`config.mk`:
```
export PLATFORM = sky130hd
export DESIGN_NAME = irb_capture_buffer
export DESIGN_NICKNAME = d
export VERILOG_FILES = /design/src/rtl/lcd_pkg.sv /design/src/rtl/irb_capture_buffer_next_written.sv /design/src/rtl/irb_capture_buffer.sv
export SDC_FILE = /design/constraint.sdc
export NUM_CORES = 1
export LEC_CHECK = 0
export BUFFER_PORTS_ARGS = -buffer_cell sky130_fd_sc_hd__buf_2
export CORE_UTILIZATION = 65
export DETAILED_ROUTE_END_ITERATION = 8
export GPL_TIMING_DRIVEN = 1
export PLACE_DENSITY = 0.86
export SLEW_MARGIN = 20
export SYNTH_ARGS = -nofsm -noshare
export SYNTH_HDL_FRONTEND = slang
export SYNTH_HIERARCHICAL = 1
export SYNTH_SLANG_ARGS = --single-unit
export TNS_END_PERCENT = 30
```
`constraint.sdc`:
```
create_clock -name clk -period 6.2 [get_ports clk]
set_input_delay 0.31 -clock clk [delete_from_list [all_inputs] [get_ports clk]]
set_output_delay 0.31 -clock clk [all_outputs]
set_load 0.01 [all_outputs]
```
`src/rtl/lcd_pkg.sv`:
```
// Shared image constants and capture-state encoding for the LCD result path.
package lcd_pkg;

    localparam int IMG_W     = 8;
    localparam int IMG_DEPTH = IMG_W * IMG_W;
    localparam int PIX_W     = 8;

    typedef enum logic [1:0] {
        CAPTURE = 2'd0,
        DUMP    = 2'd1,
        FINISH  = 2'd2
    } cap_state_e;

endpackage

```
`src/rtl/irb_capture_buffer_next_written.sv`:
```
// irb_next_written: finds the lowest set bit of mask at an index >= start.
// Combinational only; found=0 when no such bit exists (start may equal 2**AW).
module irb_next_written #(
    parameter int AW = 6
) (
    input  logic [2**AW-1:0] mask,
    input  logic [AW:0]      start,
    output logic             found,
    output logic [AW-1:0]    idx
);

    localparam int DEPTH = 2 ** AW;

    logic [DEPTH-1:0] cand;

    genvar gi;
    generate
        for (gi = 0; gi < DEPTH; gi++) begin : g_cand
            assign cand[gi] = mask[gi] && ((AW+1)'(gi) >= start);
        end
    endgenerate

    // Descending scan so the lowest candidate is the one that sticks.
    always_comb begin
        found = 1'b0;
        idx   = '0;
        for (int i = DEPTH - 1; i >= 0; i--) begin
            if (cand[i]) begin
                found = 1'b1;
                idx   = AW'(i);
            end
        end
    end

endmodule

```
`src/rtl/irb_capture_buffer.sv`:
```
// Captures the controller's IRB writes into a 64-pixel image, then streams it out with a checksum.
// Optional macro DUMP_SKIP_EMPTY_EN: stream only addresses that were actually written.
module irb_capture_buffer
    import lcd_pkg::*;
#(
    parameter int DW  = PIX_W,
    parameter int AW  = 6,
    parameter int CSW = 16
) (
    input  logic           clk,
    input  logic           reset,
    input  logic           IRB_RW,
    input  logic [AW-1:0]  IRB_A,
    input  logic [DW-1:0]  IRB_D,
    input  logic           done,
    output logic           out_valid,
    input  logic           out_ready,
    output logic [AW-1:0]  out_addr,
    output logic [DW-1:0]  out_data,
    output logic           out_last,
    output logic [CSW-1:0] checksum,
    output logic           checksum_valid,
    output logic [AW:0]    wr_count,
    output logic           err_late
);

    localparam int DEPTH = 2 ** AW;

    cap_state_e       state_q, state_d;
    logic [DEPTH-1:0] written_q, written_d, written_upd;
    logic [DW-1:0]    mem_q [DEPTH];
    logic [AW:0]      wr_count_q, wr_count_d;
    logic [AW-1:0]    out_addr_q, out_addr_d;
    logic [CSW-1:0]   checksum_q, checksum_d;
    logic             err_late_q, err_late_d;

    logic             wr_en, beat_xfer, at_last, dump_empty;
    logic [AW-1:0]    first_addr, next_addr;

    assign wr_en       = (state_q == CAPTURE) && !IRB_RW;
    assign written_upd = wr_en ? (written_q | (DEPTH'(1) << IRB_A)) : written_q;
    assign beat_xfer   = out_valid && out_ready;

    assign out_valid      = (state_q == DUMP);
    assign out_last       = out_valid && at_last;
    assign out_addr       = out_addr_q;
    // Unwritten entries hold stale data from before reset; mask them to zero.
    assign out_data       = written_q[out_addr_q] ? mem_q[out_addr_q] : '0;
    assign checksum       = checksum_q;
    assign checksum_valid = (state_q == FINISH);
    assign wr_count       = wr_count_q;
    assign err_late       = err_late_q;

`ifdef DUMP_SKIP_EMPTY_EN
    logic [DEPTH-1:0] search_mask;
    logic [AW:0]      search_start;
    logic             search_found;
    logic [AW-1:0]    search_idx;

    // In CAPTURE the search looks for the first written address (including a write
    // landing with done); in DUMP it looks for the next one above the current beat.
    assign search_mask  = (state_q == CAPTURE) ? written_upd : written_q;
    assign search_start = (state_q == CAPTURE) ? '0 : ({1'b0, out_addr_q} + (AW+1)'(1));

    irb_next_written #(
        .AW(AW)
    ) u_next_written (
        .mask (search_mask),
        .start(search_start),
        .found(search_found),
        .idx  (search_idx)
    );

    assign first_addr = search_idx;
    assign next_addr  = search_idx;
    assign dump_empty = !search_found;
    assign at_last    = !search_found;
`else
    assign first_addr = '0;
    assign next_addr  = out_addr_q + AW'(1);
    assign dump_empty = 1'b0;
    assign at_last    = (out_addr_q == AW'(DEPTH - 1));
`endif

    always_comb begin
        state_d    = state_q;
        written_d  = written_upd;
        wr_count_d = wr_count_q;
        out_addr_d = out_addr_q;
        checksum_d = checksum_q;
        err_late_d = err_late_q;

        if (wr_en && !written_q[IRB_A]) begin
            wr_count_d = wr_count_q + (AW+1)'(1);
        end
        if (!IRB_RW && (state_q != CAPTURE)) begin
            err_late_d = 1'b1;
        end

        case (state_q)
            CAPTURE: begin
                if (done) begin
                    state_d    = dump_empty ? FINISH : DUMP;
                    out_addr_d = first_addr;
                end
            end
            DUMP: begin
                if (beat_xfer) begin
                    checksum_d = checksum_q + CSW'(out_data);
                    if (at_last) begin
                        state_d = FINISH;
                    end else begin
                        out_addr_d = next_addr;
                    end
                end
            end
            FINISH: begin
                state_d = FINISH;
            end
            default: begin
                state_d = CAPTURE;
            end
        endcase
    end

    always_ff @(posedge clk) begin
        if (!reset) begin
            state_q    <= CAPTURE;
            written_q  <= '0;
            wr_count_q <= '0;
            out_addr_q <= '0;
            checksum_q <= '0;
            err_late_q <= 1'b0;
        end else begin
            state_q    <= state_d;
            written_q  <= written_d;
            wr_count_q <= wr_count_d;
            out_addr_q <= out_addr_d;
            checksum_q <= checksum_d;
            err_late_q <= err_late_d;
        end
    end

    // Storage carries no reset; the written mask qualifies every read.
    always_ff @(posedge clk) begin
        if (reset && wr_en) begin
            mem_q[IRB_A] <= IRB_D;
        end
    end

endmodule

```
==> results.md <==
• 0.314 — total global-route track usage
• 0 — count of nets left with antenna violations after detail routing
• 1316 — post-synthesis net count
• dfxtp_4 — Slowest cell on crit path
• 0 — fraction of registers with async set/reset
• finished, final reports clean — outcome
• 2 — Buf+Inv Stages, Crit Path
• 47 — count of distinct cell types in the synthesized netlist
• 36900 µm² — area of the core
• 10.9% — Area growth, synth to finish
• no — RSZ-0062 raised after global routing
• yes — TritonCTS clock tree
• done — origin of the worst min-delay path
• 0.0109 ns — worst clock skew
• 512 — number of synthesized flops with an enable pin
• 1385 — number of nets in the final layout
• edfxtp_1 — Top FF cell, synth
• 0.666 — Starting Density
• in2reg — Hold WC Path Type
• 30.5 µm — average routed wire per standard cell
• 9.16 nW — leakage power figure
• 86.0 mm — first-pass GRT wire length
• edfxtp_1, mux4_2, dfxtp_1 — synth cell count leaders
• 0.61 ns — clk_lat worst skew
• 13000 — total vias in the final route
• 1.21 ns — actual slew at the worst max-slew pin
• 60 — IO Count
• 58.1 mm — wirelength, routed
• 0 — final-report setup violation count
• 0.77 ns — slowest stage delay, CP
• simple AND/OR/NAND/NOR gates — cell family with the largest share of critical-path delay
• 0.0397 — area share of and/or/nand/nor cells after synthesis
• 19.1 µm² — average cell area after synthesis
• 0 — number of hold violations in the final report
• 38600 µm² — Die Outline Area
• 0 — post-CTS sizing
• edfxtp_1 — most common cell in the synthesized netlist
• multiplexers — combinational family with the most area after synthesis
• 0.709 — portion of the post-synthesis area used by sequential elements
• 3 — deepest clock path buffer count
• reg2reg — critical setup path kind
• 0.811 — final period utilization
• 6 — Syn. warnings
• buf_4 -> mux4_2 -> mux4_2 -> nor2b_1 -> a211oi_1 -> a211o_1 -> inv_1 -> ha_1 -> a21o_1 -> a21oi_1 -> o21a_1 -> nor3_1 -> nor2_1 -> or3_1 -> a21oi_1 — worst path cell trace
• 0.00357 — post-synthesis xor/xnor area fraction
• 0 — number of violations of the max-capacitance limit
• 1.74 mW — NetSw
• 1 — number of buffers inserted by hold repair at cts
• 1283 — Gate Count Post-Synth
• 0 — residual DRC count
• 0.265 — proportion of layout cells with a drive suffix above 1
• 6.83 — via/cell ratio
• edfxtp_1, mux4_2, dfxtp_1, a21o_1, mux2i_1 — top post-synthesis cells by area
• 0 — grt total ovfl
• 0.043 — portion of total power attributed to combinational logic
• 0.0348 — synthesized-area fraction occupied by ao, oa, aoi and oai cells
• 1.35 ns — worst slack at placement
• 8.35 mW — PnR Total Power
• 59 — input/output buffers
• 0.209 — switching part of the total
• 0 — Post CTS Setup Buffer Count
• 614 — sink count of the clock tree
• 5.03 ns — clock period minus worst slack
• 13200 — number of global-route vias before repair
• 57 — CTS Buf Count
• 614 — number of storage elements in the synthesis netlist
• register — Setup crit end kind
• 199 MHz — Highest Clock Rate
• 4 — antenna violations before repair
• 0.192 — multiplexer fraction of the synthesized cell area
• 24600 µm² — Post-Synthesis Cell Area
• 0.540 — sequential fraction of design power
• 0.918 — RePlAce Congestion
• 6.73 ns — data required time of the critical path
• 0.416 — clock share of power
• 29 — maximum fanout along the worst path
• 6 — drt first pass iters
• 77 — pin count of the biggest net entering global routing
• 0.07 ns — clock-pin slew reported for the worst setup and hold paths after clock tree synthesis
• clkbuf_16 — root buffer selected by CTS
• 35.0 mm — Detailed Place HPWL
• 0 — Max Transition Viols Final
• 70 — FP Rows
• 196 µm — die height
• 0.626 — Synth top area share
• 6.60 mW — cell internal pwr
• 2 — depth of the CTS H-tree
• 1597 — count of routing violations after the opening detailed-route iteration
• 0.00744 — area share of fa/ha/maj cells after synthesis
• 1.17 ns — final setup margin
• register — startpoint class of the critical path
• 5.56 ns — signal arrival time at the worst endpoint
• 0.188 — worst max-slew margin expressed relative to the limit
• 306 nW/µm² — power per cell area
• 0.000450 V — peak supply drop
• 0 ns — TNS Setup
• 196 µm — Die W
• edfxtp_1 — cell type with the largest total area after synthesis
[tightest hold or removal path, cell delays in order]
cell     delay, ns
buf_2         0.15
nand3_1       0.09
a21oi_1       0.06
[power groups by stage]
| stage | Combinational (mW) | Clock, mW | Sequential, mW |
|---|---|---|---|
| finish | 0.361 | 3.47 | 4.51 |
| global route | 0.383 | 3.65 | 4.51 |
| CTS | 0.358 | 3.49 | 4.51 |
| detailed placement | 0.353 | 0 | 4.60 |
| global placement | 0.340 | 0 | 4.60 |
| floorplan | 0.232 | 0 | 4.58 |
[per-layer routing]
metal,wire length [µm],track usage,vias to the layer above
met5,31,0,-
met4,1920,0.107,4
met3,5270,0.0640,130
met2,29400,0.518,790
met1,21500,0.427,6742
li1,-,-,5338
[cell families (layout without fill, tap and decap cells)]
| family | after synthesis | after routing |
|---|---|---|
| compound gates | 124 | 124 |
| xor+xnor | 10 | 10 |
| fa+ha+maj | 14 | 14 |
| buf+inv | 80 | 197 |
| flops | 614 | 614 |
| mux | 228 | 228 |
| other cells | 0 | 1 |
| simple gates | 213 | 213 |
[flip-flops by register name, indices dropped and copies added (netlist names), named ones only]
register and count:
mem_q 512, wr_count 7, err_late 1, state_q 2, written_q 64, out_addr 6, checksum 16
[stage by stage]
stage | hold WS (ns) | area (µm²) | cells | utilization
after detailed placement | 0.463 | 25400 | 1796 | 0.688
after floorplan | 0.409 | 24600 | 1283 | -
after global routing | 0.0474 | 27200 | 1904 | 0.739
after CTS | 0.0228 | 27200 | 1904 | 0.738
final | 0.0475 | 27200 | 1905 | 0.739
after global placement | 0.448 | 25400 | 1796 | 0.688
[layout make-up]
cell class / instances / area [µm²]
Antenna cell: 1 / 2.50
Fill cell: 2019 / 9620
Tap cell: 504 / 631
Multi-Input combinational cell: 589 / 6830
Timing Repair Buffer: 78 / 465
Inverter: 12 / 45.0
Clock buffer: 76 / 1560
Clock inverter: 31 / 290
Sequential cell: 614 / 17400
[cell usage in the layout (no fill, tap or decap), drive strengths merged, types with 24 or more instances in the layout]
| cell | instances |
|---|---|
| nor2 | 88 |
| a21o | 67 |
| mux2i | 33 |
| edfxtp | 512 |
| buf | 77 |
| nand2 | 45 |
| mux4 | 194 |
| nand3 | 24 |
| dfxtp | 102 |
| clkbuf | 76 |
[worst paths after layout]
check | to | slack (ns) | depth (start not counted)
min | state_q[0] | 0.05 | 3
max | checksum[15] | 1.17 | 15
min reg2reg | written_q[12] | 0.48 | 1
max reg2reg | checksum[15] | 1.17 | 15
(Power assumes the default switching activity.)
